--- config.mk ---
export PLATFORM = sky130hd
export DESIGN_NAME = resp_order_merger_flat
export DESIGN_NICKNAME = d
export VERILOG_FILES = /design/src/rtl/resp_order_merger_pkg.sv /design/src/rtl/resp_order_merger_if.sv /design/src/rtl/resp_order_merger_dest_fifo.sv /design/src/rtl/resp_order_merger.sv /design/src/flat_wrapper.sv
export SDC_FILE = /design/constraint.sdc
export NUM_CORES = 1
export LEC_CHECK = 0
export BUFFER_PORTS_ARGS = -buffer_cell sky130_fd_sc_hd__buf_2
export CAP_MARGIN = 20
export CELL_PAD_IN_SITES_DETAIL_PLACEMENT = 0
export CELL_PAD_IN_SITES_GLOBAL_PLACEMENT = 1
export CORE_MARGIN = 2
export CORE_UTILIZATION = 23
export CTS_CLUSTER_DIAMETER = 80
export DETAILED_ROUTE_END_ITERATION = 8
export GPL_ROUTABILITY_DRIVEN = 0
export PLACE_DENSITY = 0.9
export SYNTH_ARGS = -nofsm -noshare
export SYNTH_HDL_FRONTEND = slang
export SYNTH_SLANG_ARGS = --single-unit
--- constraint.sdc ---
create_clock -name clk -period 5.58 [get_ports clk]
set_input_delay 1.116 -clock clk [delete_from_list [all_inputs] [get_ports clk]]
set_output_delay 1.116 -clock clk [all_outputs]
set_load 0.01 [all_outputs]
--- src/rtl/resp_order_merger_pkg.sv ---
// Shared types for the response order merger and the request router.
// Holds the destination encoding and the peripheral address decode.
package resp_order_merger_pkg;

   typedef enum logic {
      DEST_MEM    = 1'b0,
      DEST_PERIPH = 1'b1
   } dest_e;

   localparam logic [3:0] PERIPH_ADDR_PREFIX = 4'hF;
   localparam int unsigned MSG_W = 32;

   typedef logic [MSG_W-1:0] msg_t;

   // Router-side decode of addr[31:28] into a destination.
   function automatic dest_e addr_dest(input logic [3:0] addr_hi);
      return (addr_hi == PERIPH_ADDR_PREFIX) ? DEST_PERIPH : DEST_MEM;
   endfunction

endpackage

--- src/rtl/resp_order_merger_if.sv ---
// MemNetResp valid/ready response channel.
// server: consumes val/msg, drives rdy. client: drives val/msg, consumes rdy.
interface resp_order_merger_if;
   import resp_order_merger_pkg::*;

   logic val;
   logic rdy;
   msg_t msg;

   modport server (input val, input msg, output rdy);
   modport client (output val, output msg, input rdy);

endinterface

--- src/rtl/resp_order_merger_dest_fifo.sv ---
// In-order destination tracker: p_depth x 1-bit FIFO of dest_e.
// Ports: push/push_dest, pop, head, full, empty, count.
module resp_order_merger_dest_fifo
   import resp_order_merger_pkg::*;
#(
   parameter  int unsigned p_depth = 4,
   localparam int unsigned PW      = $clog2(p_depth),
   localparam int unsigned CW      = $clog2(p_depth + 1)
) (
   input  logic          clk,
   input  logic          rst,
   input  logic          push,
   input  dest_e         push_dest,
   input  logic          pop,
   output dest_e         head,
   output logic          full,
   output logic          empty,
   output logic [CW-1:0] count
);

   logic [p_depth-1:0] slot_q, slot_d;
   logic [PW-1:0]      wr_ptr_q, wr_ptr_d;
   logic [PW-1:0]      rd_ptr_q, rd_ptr_d;
   logic [CW-1:0]      count_q, count_d;
   logic               do_push, do_pop;

   assign full  = (count_q == CW'(p_depth));
   assign empty = (count_q == '0);
   assign head  = dest_e'(slot_q[rd_ptr_q]);
   assign count = count_q;

   // Pointers wrap naturally since p_depth is a power of two.
   always_comb begin
      do_push  = push & ~full;
      do_pop   = pop & ~empty;
      slot_d   = slot_q;
      wr_ptr_d = wr_ptr_q;
      rd_ptr_d = rd_ptr_q;
      if (do_push) begin
         slot_d[wr_ptr_q] = push_dest;
         wr_ptr_d         = wr_ptr_q + PW'(1);
      end
      if (do_pop) begin
         rd_ptr_d = rd_ptr_q + PW'(1);
      end
      count_d = count_q + CW'(do_push) - CW'(do_pop);
   end

   always_ff @(posedge clk) begin
      if (rst) begin
         slot_q   <= '0;
         wr_ptr_q <= '0;
         rd_ptr_q <= '0;
         count_q  <= '0;
      end else begin
         slot_q   <= slot_d;
         wr_ptr_q <= wr_ptr_d;
         rd_ptr_q <= rd_ptr_d;
         count_q  <= count_d;
      end
   end

endmodule

--- src/rtl/resp_order_merger.sv ---
// Merges memory/peripheral responses back onto one channel in request order.
// Ports: clk, rst, req_xfer/req_periph, track_rdy, outstanding, mem_resp, periph_resp, resp.
module resp_order_merger
   import resp_order_merger_pkg::*;
#(
   parameter  int unsigned p_depth = 4,
   localparam int unsigned CW      = $clog2(p_depth + 1)
) (
   input  logic                       clk,
   input  logic                       rst,
   input  logic                       req_xfer,
   input  logic                       req_periph,
   output logic                       track_rdy,
   output logic [CW-1:0]              outstanding,
   resp_order_merger_if.server        mem_resp,
   resp_order_merger_if.server        periph_resp,
   resp_order_merger_if.client        resp
);

   dest_e head;
   logic  full;
   logic  empty;
   logic  fire;

   resp_order_merger_dest_fifo #(
      .p_depth (p_depth)
   ) u_fifo (
      .clk       (clk),
      .rst       (rst),
      .push      (req_xfer),
      .push_dest (dest_e'(req_periph)),
      .pop       (fire),
      .head      (head),
      .full      (full),
      .empty     (empty),
      .count     (outstanding)
   );

   // Registered state only: no path from resp.rdy to track_rdy.
   assign track_rdy = ~full & ~rst;
   assign fire      = resp.val & resp.rdy;

   // Only the head destination may talk; the other source is held off.
   always_comb begin
      resp.val        = 1'b0;
      resp.msg        = '0;
      mem_resp.rdy    = 1'b0;
      periph_resp.rdy = 1'b0;
      if (!empty) begin
         unique case (head)
            DEST_PERIPH: begin
               resp.val        = periph_resp.val;
               resp.msg        = periph_resp.msg;
               periph_resp.rdy = resp.rdy;
            end
            default: begin
               resp.val     = mem_resp.val;
               resp.msg     = mem_resp.msg;
               mem_resp.rdy = resp.rdy;
            end
         endcase
      end
   end

   a_push_full : assert property (
      @(posedge clk) disable iff (rst) !(req_xfer && full)
   );

   a_val_empty : assert property (
      @(posedge clk) disable iff (rst)
      !((mem_resp.val || periph_resp.val) && empty)
   );

endmodule
--- src/flat_wrapper.sv ---
// flat-port wrapper written by rule: the top's interface ports become plain ports
module resp_order_merger_flat import resp_order_merger_pkg::*;
#(
   parameter  int unsigned p_depth = 4,
   localparam int unsigned CW      = $clog2(p_depth + 1)
)
  (clk, rst, req_xfer, req_periph, track_rdy, outstanding, mem_resp_val, mem_resp_msg, mem_resp_rdy, periph_resp_val, periph_resp_msg, periph_resp_rdy, resp_val, resp_msg, resp_rdy);
  resp_order_merger_if mem_resp_i ();
  resp_order_merger_if periph_resp_i ();
  resp_order_merger_if resp_i ();
  input  logic clk;
  input  logic rst;
  input  logic req_xfer;
  input  logic req_periph;
  output logic track_rdy;
  output logic [CW-1:0] outstanding;
  input wire logic [$bits(mem_resp_i.val)-1:0] mem_resp_val;
  input wire logic [$bits(mem_resp_i.msg)-1:0] mem_resp_msg;
  output wire logic [$bits(mem_resp_i.rdy)-1:0] mem_resp_rdy;
  input wire logic [$bits(periph_resp_i.val)-1:0] periph_resp_val;
  input wire logic [$bits(periph_resp_i.msg)-1:0] periph_resp_msg;
  output wire logic [$bits(periph_resp_i.rdy)-1:0] periph_resp_rdy;
  output wire logic [$bits(resp_i.val)-1:0] resp_val;
  output wire logic [$bits(resp_i.msg)-1:0] resp_msg;
  input wire logic [$bits(resp_i.rdy)-1:0] resp_rdy;
  assign mem_resp_i.val = mem_resp_val;
  assign mem_resp_i.msg = mem_resp_msg;
  assign mem_resp_rdy = mem_resp_i.rdy;
  assign periph_resp_i.val = periph_resp_val;
  assign periph_resp_i.msg = periph_resp_msg;
  assign periph_resp_rdy = periph_resp_i.rdy;
  assign resp_val = resp_i.val;
  assign resp_msg = resp_i.msg;
  assign resp_i.rdy = resp_rdy;
  resp_order_merger #(.p_depth(p_depth)) u_core (.clk(clk), .rst(rst), .req_xfer(req_xfer), .req_periph(req_periph), .track_rdy(track_rdy), .outstanding(outstanding), .mem_resp(mem_resp_i), .periph_resp(periph_resp_i), .resp(resp_i));
endmodule
==> flow_summary.ini, run 1 <==
[synthesis]
synth-async-reset-ratio = 0
synth_top_area_share = 0.2278
yosysSeqAreaShare = 0.2025
synth_area_leaders = nand2_1 23%, dfxtp_1 20%, a21oi_1 16%
synth.most_common_cell = nand2_1
syn_nets = 252
ys_seq_elements = 11
syn_area_per_cell_um2 = 6.249
ys.flop_type = dfxtp_1
synth_top_cell_by_area = nand2_1
synth_common_cells = 66 x nand2_1, 35 x a21oi_1, 11 x clkbuf_1, 11 x dfxtp_1, 10 x nor2_1
synth_edf_count = 0
ys_warn_count = 0
netlist_area_um2 = 1087
synth_cell_types = 22
syn_inst = 174

[layout]
fillers = 504
drive_gt1_frac = 0.4260
fin_nets = 356
stdcell_count = 331
syn_to_final_growth_pct = 57.54
antenna-diode-count = 0

[die]
io_pins = 110
die_w_um = 72.76
rows = 25
design.die.area_um2 = 5293
die_h_um = 72.76
initial_utilization = 0.2349
core_um2 = 4629

[routing]
wire_per_inst_um = 10.37
num_vias = 1411
first_iter_violations = 38
drt_first_pass_iters = 4
drt-vias-per-instance = 4.263
totalWireLength_um = 3432
ant_nets = 0
post-route-drc-count = 0

[sta]
fmax_mhz = 301.0
fin_crit_sh = 0.5954
slew_viol_final = 0
worst_hold_slack_ns = 0.5035
fin_tns_setup_ns = 0
worst_pin_slew_ns = 0.6166
setup_ws_ns = 2.258
setup_viol = 0
skew_ns = 0.001906
rsz0062_at_grt = false
period_minus_slack_ns = 3.322
slew_headroom = 0.5890
hold_violations = 0

[global_route]
grtUsageTotal = 0.1195
grt_max_degree = 35
grt_pass1_vias = 1178
grt_pass1_wl_um = 5175
antenna_found_initial = 0
grt-ovfl-total = 0

[pwr]
p_total_w = 0.0006885
power.leakage_nw = 0.9552
p_clk_frac = 0.116
p_sw_w = 0.0003373
power_density_nw_per_um2 = 401.9
pwr-share-comb = 0.714
irDropWorstVdd_v = 0.0003227
internal_power_w = 0.0003512
pwr-share-seq = 0.169
switching_share = 0.4899

[clocking]
cts_buffers = 3
cts_tree = done
root_buffer = clkbuf_8
post_cts_buffers = 0
clk_latency_ns = 0.24
cts_hold_repair.buffers = 0
postCtsResizedCells = 0
ctsHtreeMaxLevel = 1
cts_sinks = 11
clockBufferDepth = 2
clk_pin_slew_ns = 0.05

[outcome]
status = finished clean

[worst_setup_path]
crit_type = flop to output port
worstPathArrival_ns = 2.21
worstSetupStartpointType = flop
cp-end-kind = output port
crit_fanout = 20
required_ns = 4.46

[placement]
dp.cells = 327
hpwl_um = 2645
portBuffers = 109
pre_cts_slack_ns = 2.439

[run]
maxCapViolCount = 0

[worst_hold_path]
hp-class = flop to flop
==> cells in the final DEF (no fill, tap or decap), drive strengths merged, types with 2 or more instances in the layout <==
cell / instances
buf: 111
nand2: 66
a21oi: 35
dfxtp: 11
nor2: 10
mux2i: 7
ha: 6
inv: 5
nand3: 5
clkbuf: 4
nor2b: 3
xnor2: 3
o21ai: 2
or3: 2
==> final cells by class <==
class                           instances  area [um2]  area share
Multi-Input combinational cell        146       800.8      0.4675
Timing Repair Buffer                  111       560.5      0.3272
Inverter                                5       18.77     0.01096
Sequential cell                        11       220.2      0.1286
Tap cell                               54       67.56     0.03944
Clock buffer                            4       45.04     0.02630
==> through the flow <==
stage	utilization	cell area (um2)
6_report	0.3700	1713
4_1_cts	0.3700	1713
5_1_grt	0.3700	1713
3_3_place_gp	0.3603	1668
3_5_place_dp	0.3603	1668
2_1_floorplan	-	1087
==> power groups by stage <==
stage               sequential (W)  clock (W)  combinational [W]
global placement          0.000117          0           0.000499
global route              0.000120  0.0000888           0.000556
floorplan                 0.000117          0           0.000305
finish                    0.000117  0.0000800           0.000492
CTS                       0.000117  0.0000829           0.000500
detailed placement        0.000118          0           0.000498
==> sequential cells by signal, indices dropped and copies added (netlist names) <==
signal and cells:
u_core.u_fifo.count 3, u_core.u_fifo.wr_ptr_q 2, u_core.u_fifo.rd_ptr_q 2, u_core.u_fifo.slot_q 4
==> cells by family after synthesis <==
| group | share of synthesized area |
|---|---|
| AND/OR/NAND/NOR | 0.3395 |
| AO/OA/AOI/OAI | 0.1703 |
| buffers and inverters | 0.06559 |
| flip-flops | 0.2025 |
| multiplexers | 0.1105 |
| adder cells (fa/ha/maj) | 0.08746 |
| XOR/XNOR | 0.02417 |
==> critical path, stage by stage (launching register included) <==
cell     delay [ns]
dfxtp_1        0.37
mux4_1         0.81
buf_4          0.32
mux2i_4        0.22
nor2_1         0.11
buf_2          0.14
==> path summary, 6_finish.rpt <==
check                            start                        end  slack (ns)  cells past startpoint
max          u_core.u_fifo.rd_ptr_q[1]                   resp_val        2.26                      5
min          u_core.u_fifo.wr_ptr_q[1]  u_core.u_fifo.wr_ptr_q[1]        0.50                      2
max reg2reg  u_core.u_fifo.rd_ptr_q[1]     u_core.u_fifo.count[2]        2.46                     11
min reg2reg  u_core.u_fifo.wr_ptr_q[1]  u_core.u_fifo.wr_ptr_q[1]        0.50                      2
==> metal layers <==
layer | vias up | global-route usage | wire length, um
li1 | 774 | - | -
met1 | 572 | 0.1462 | 1523
met2 | 62 | 0.2172 | 1595
met3 | 3 | 0.01796 | 280
met4 | 0 | 0.03086 | 32
met5 | - | 0 | 0
(Power assumes the default switching activity.)
==> run 2: changes to the inputs <==
Settings changed: CORE_UTILIZATION 23 to 19, PLACE_DENSITY 0.9 to 0.8.
Clock period 5.58 ns to 2.8 ns, I/O delays scaled along.
==> run 2 against run 1 <==
  * Sequential power is 97% higher
  * Critical endpoint is now u_core.u_fifo.count[2]
  * Combinational power is 100% higher
  * Largest power group unchanged
  * Global-route usage shrank 1.7 points
  * Non-clock buffer count up 1
  * Sequential share of layout area fell by 0.28 points
  * Largest cell class unchanged
==> flow_summary.ini, run 2 (synthesized netlist as in run 1, its figures left out) <==
[outcome]
status = finished clean

[layout]
drive_gt1_frac = 0.4317
antenna-diode-count = 0
final_cell_mix = 109 x buf_2, 66 x nand2_1, 35 x a21oi_1
final_common_cell = buf_2
fin_nets = 357
syn_to_final_growth_pct = 61.10
registers.top_by_ff_count = u_core.u_fifo.slot_q
largest_reg_flops = 4
fin_area_um2 = 1752

[sta]
fmax_mhz = 382.5
setup_viol = 0
fin_tns_setup_ns = 0
worst_hold_slack_ns = 0.4994
slew_viol_final = 0
slew_headroom = 0.7686
period_minus_slack_ns = 2.614
skew_ns = 0.001359
rsz0062_at_grt = false
worst_pin_slew_ns = 0.3471
fin_crit_sh = 0.9337
hold_violations = 0

[worst_setup_path]
path_depth = 10
r2r_end = u_core.u_fifo.count[2]
worstSetupStartpointType = flop
crit_start = u_core.u_fifo.rd_ptr_q[1]
cp-end-kind = flop
r2r_cells = 10
critical_path.max_stage_delay_ns = 0.57
path_buf_inv = 1
worstPathArrival_ns = 2.74
r2r-start = u_core.u_fifo.rd_ptr_q[1]
critPathSlowestCell = mux4_2
crit_type = flop to flop
crit_end = u_core.u_fifo.count[2]
required_ns = 2.92
crit_chain = mux4_2, mux2i_4, nor2_1, ha_1, inv_1, ha_1, fa_1, xnor2_1, xnor2_1, nor2_1
crit_fanout = 6
r2r_setup_slack_ns = 0.19
crit_family = adder cells

[routing]
num_vias = 1453
first_iter_violations = 29
ant_nets = 0
drt_first_pass_iters = 4
wire_per_inst_um = 10.20
drt-vias-per-instance = 4.151
post-route-drc-count = 0
totalWireLength_um = 3571

[clocking]
root_buffer = clkbuf_8
cts_tree = done
clockBufferDepth = 2
ctsHtreeMaxLevel = 1
cts_buffers = 3
clk_pin_slew_ns = 0.05
cts_sinks = 11
clk_latency_ns = 0.24
post_cts_buffers = 0
cts_hold_repair.buffers = 0

[die]
die_w_um = 79.65
design.die.area_um2 = 6343
initial_utilization = 0.1975
rows = 27
die_h_um = 79.65
core_um2 = 5507
io_pins = 110

[pwr]
p_sw_w = 0.0006754
pwr-share-comb = 0.720
p_clk_frac = 0.114
internal_power_w = 0.0007138
p_total_w = 0.001389
switching_share = 0.4862
irDropWorstVdd_v = 0.0006390
power_density_nw_per_um2 = 793.1
pwr-share-seq = 0.166
power.leakage_nw = 0.9598

[global_route]
grt-ovfl-total = 0
grt_pass1_wl_um = 5285
antenna_found_initial = 0
grt_pass1_vias = 1231
grt_max_degree = 35
grtUsageTotal = 0.1022

[placement]
hpwl_um = 2785
place_area_um2 = 1710
portBuffers = 109

[run]
maxCapViolCount = 0

[worst_hold_path]
hp-class = flop to flop
[run 2: cell count changes in the layout (fill, tap and decap cells not counted), sizes merged]
cell,before,now
buf,111,112
[run 2: tightest hold or removal path, cell delays in order, from the launching register on]
cell and delay [ns]:
dfxtp_1 0.33, nand2_1 0.06, a21oi_1 0.05
[run 2: worst min path at each step]
| stage | from | to | slack, ns | depth (start not counted) |
|---|---|---|---|---|
| floorplan | u_core.u_fifo.wr_ptr_q[1] | u_core.u_fifo.wr_ptr_q[1] | 0.47 | 2 |
| global placement | u_core.u_fifo.wr_ptr_q[1] | u_core.u_fifo.wr_ptr_q[1] | 0.49 | 2 |
| detailed placement | u_core.u_fifo.wr_ptr_q[1] | u_core.u_fifo.wr_ptr_q[1] | 0.50 | 2 |
| CTS | u_core.u_fifo.wr_ptr_q[1] | u_core.u_fifo.wr_ptr_q[1] | 0.51 | 2 |
| global route | u_core.u_fifo.wr_ptr_q[1] | u_core.u_fifo.wr_ptr_q[1] | 0.55 | 2 |
| finish | u_core.u_fifo.wr_ptr_q[1] | u_core.u_fifo.wr_ptr_q[1] | 0.50 | 2 |
[run 2: per-stage QoR]
step / setup slack [ns] / instances / util
final: 0.1857 / 350 / 0.3181
after global routing: 0.003279 / 350 / 0.3181
after CTS: 0.07740 / 350 / 0.3188
after detailed placement: 0.08529 / 346 / 0.3106
after global placement: 0.1519 / 346 / 0.3106
after floorplan: 0.1914 / 174 / -
[run 2: layout make-up]
type / instances / area, um2
inverters: 5 / 18.77
flip-flops and latches: 11 / 220.2
well taps: 72 / 90.09
repair buffers: 112 / 580.6
fillers: 606 / 3755
clock buffers: 4 / 45.04
multi-input cells: 146 / 797.0
[run 2: routing by layer]
layer  up-vias  wire length [um]  track usage
met4         0                32      0.03276
met1       612              1437       0.1167
li1        775                 -            -
met5         -                 0            0
met3         3               325      0.01923
met2        63              1776       0.1891
[run 2: power groups by stage]
stage	registers [W]	clock network, W	logic, W
2_1_floorplan	0.000233	0	0.000608
3_3_place_gp	0.000232	0	0.00101
3_5_place_dp	0.000234	0	0.00101
4_1_cts	0.000232	0.000166	0.00102
5_1_grt	0.000239	0.000177	0.00112
6_report	0.000231	0.000158	0.00100
[run 2: timing repair]
action                                  4_1_cts  5_1_grt
endpoints found under the setup margin        0        1
endpoints found under the hold margin         0        0
gates resized for setup                       0        1
==> run 3: changes to the inputs <==
Settings changed: CORE_ASPECT_RATIO set to 1.1.
==> run 3 against run 2 <==
  * Wire length is 4.0% higher
  * Die area about the same
  * Global-route usage is 0.56 points higher
  * Utilization down 0.057 points
  * Clock skew is 0.0010 ns higher
  * Clock-buffer cell count is the same
  * Register-to-register slack about the same
  * Combinational power barely moved
  * Critical path type unchanged
  * Critical endpoint unchanged
  * Highest routed layer unchanged
==> flow_summary.ini, run 3 (synthesized netlist as in run 1, its figures left out) <==
[routing]
first_iter_violations = 41
wire_per_inst_um = 10.55
ant_nets = 0
post-route-drc-count = 0
num_vias = 1486
drt-vias-per-instance = 4.222
totalWireLength_um = 3713
drt_first_pass_iters = 6

[placement]
hpwl_um = 2944
portBuffers = 109
pre_cts_slack_ns = 0.08416

[worst_setup_path]
crit_fanout = 6
cp-end-kind = flop
crit_type = flop to flop
crit_family = adder cells
path_buf_inv = 1
required_ns = 2.92
worstPathArrival_ns = 2.74
critical_path.max_stage_delay_ns = 0.57
worstSetupStartpointType = flop
crit_chain = mux4_2, mux2i_4, nor2_1, ha_1, inv_1, ha_1, fa_1, xnor2_1, xnor2_1, nor2_1
r2r_setup_slack_ns = 0.19
critPathSlowestCell = mux4_2
r2r_cells = 10
path_depth = 10

[sta]
hold_violations = 0
worst_pin_slew_ns = 0.6134
slew_headroom = 0.5911
slew_viol_final = 0
skew_ns = 0.002371
rsz0062_at_grt = false
fmax_mhz = 382.9
setup_ws_ns = 0.1883
period_minus_slack_ns = 2.612
fin_tns_setup_ns = 0
fin_crit_sh = 0.9328
setup_viol = 0

[pwr]
pwr-share-seq = 0.167
pwr-share-comb = 0.717
irDropWorstVdd_v = 0.0006658
switching_share = 0.4915
p_sw_w = 0.0006787
power.leakage_nw = 0.9495
p_total_w = 0.001381
power_density_nw_per_um2 = 795.7
p_clk_frac = 0.115
internal_power_w = 0.0007021

[global_route]
grt_pass1_vias = 1303
grt_pass1_wl_um = 5830
grtUsageTotal = 0.1078
grt-ovfl-total = 0
antenna_found_initial = 0
grt_max_degree = 35

[layout]
final_cell_mix = 109 x buf_2, 66 x nand2_1, 35 x a21oi_1
drive_gt1_frac = 0.4296
fin_nets = 356
fillers = 622
final_common_cell = buf_2
largest_reg_flops = 4
antenna-diode-count = 0
registers.top_by_ff_count = u_core.u_fifo.slot_q
syn_to_final_growth_pct = 59.61

[die]
die_w_um = 76.13
die_h_um = 83.34
rows = 28
core_um2 = 5465
design.die.area_um2 = 6344
io_pins = 110
initial_utilization = 0.1989

[clocking]
post_cts_buffers = 0
cts_tree = done
cts_sinks = 11
cts_buffers = 3
clk_pin_slew_ns = 0.05
clk_latency_ns = 0.24
clockBufferDepth = 2
ctsHtreeMaxLevel = 1
root_buffer = clkbuf_8

[run]
maxCapViolCount = 0

[worst_hold_path]
hp-class = flop to flop
hold_path_depth = 2

[outcome]
status = finished clean
## run 3: cell count changes in the layout (fill, tap and decap cells not counted), sizes merged
cell | previous run | this run
buf | 112 | 111
## run 3: layer usage
metal	GRT usage	up-vias	wire length, um
li1	-	774	-
met1	0.1236	641	1523
met2	0.2037	68	1861
met5	0	-	0
met3	0.02065	3	301
met4	0.02645	0	27
## run 3: through the flow
step           cell area [um2]  utilization  cells  hold slack [ns]
5_1_grt                   1735       0.3175    352           0.5478
2_1_floorplan             1087            -    174           0.4692
4_1_cts                   1739       0.3182    352           0.5057
3_3_place_gp              1694       0.3100    348           0.4921
6_report                  1735       0.3175    352           0.5010
3_5_place_dp              1694       0.3100    348           0.4986
## run 3: what timing repair did
action,4_1_cts,5_1_grt
resized for setup,0,1
hold buffers,0,0
endpoints found under the setup margin,0,1
## run 3: final timing paths
path / from / to
setup / recovery: u_core.u_fifo.rd_ptr_q[1] / u_core.u_fifo.count[2]
hold / removal: u_core.u_fifo.wr_ptr_q[1] / u_core.u_fifo.wr_ptr_q[1]
setup reg to reg: u_core.u_fifo.rd_ptr_q[1] / u_core.u_fifo.count[2]
hold reg to reg: u_core.u_fifo.wr_ptr_q[1] / u_core.u_fifo.wr_ptr_q[1]
## run 3: layout make-up
class / instances / area [um2] / area share
repair buffers: 111 / 560.5 / 0.3230
well taps: 75 / 93.84 / 0.05407
inverters: 5 / 18.77 / 0.01081
multi-input cells: 146 / 797.0 / 0.4593
clock buffers: 4 / 45.04 / 0.02596
flip-flops and latches: 11 / 220.2 / 0.1269
## run 3: power by group through the flow
stage / sequential [W] / clock, W / combinational [W]
2_1_floorplan: 0.000233 / 0 / 0.000608
3_3_place_gp: 0.000232 / 0 / 0.00100
3_5_place_dp: 0.000233 / 0 / 0.00100
4_1_cts: 0.000231 / 0.000164 / 0.00101
5_1_grt: 0.000238 / 0.000170 / 0.00110
6_report: 0.000231 / 0.000159 / 0.000991
## run 3: worst min-delay path, stage by stage (launching register included)
cell     delay (ns)
dfxtp_1        0.33
nand2_1        0.07
a21oi_1        0.05
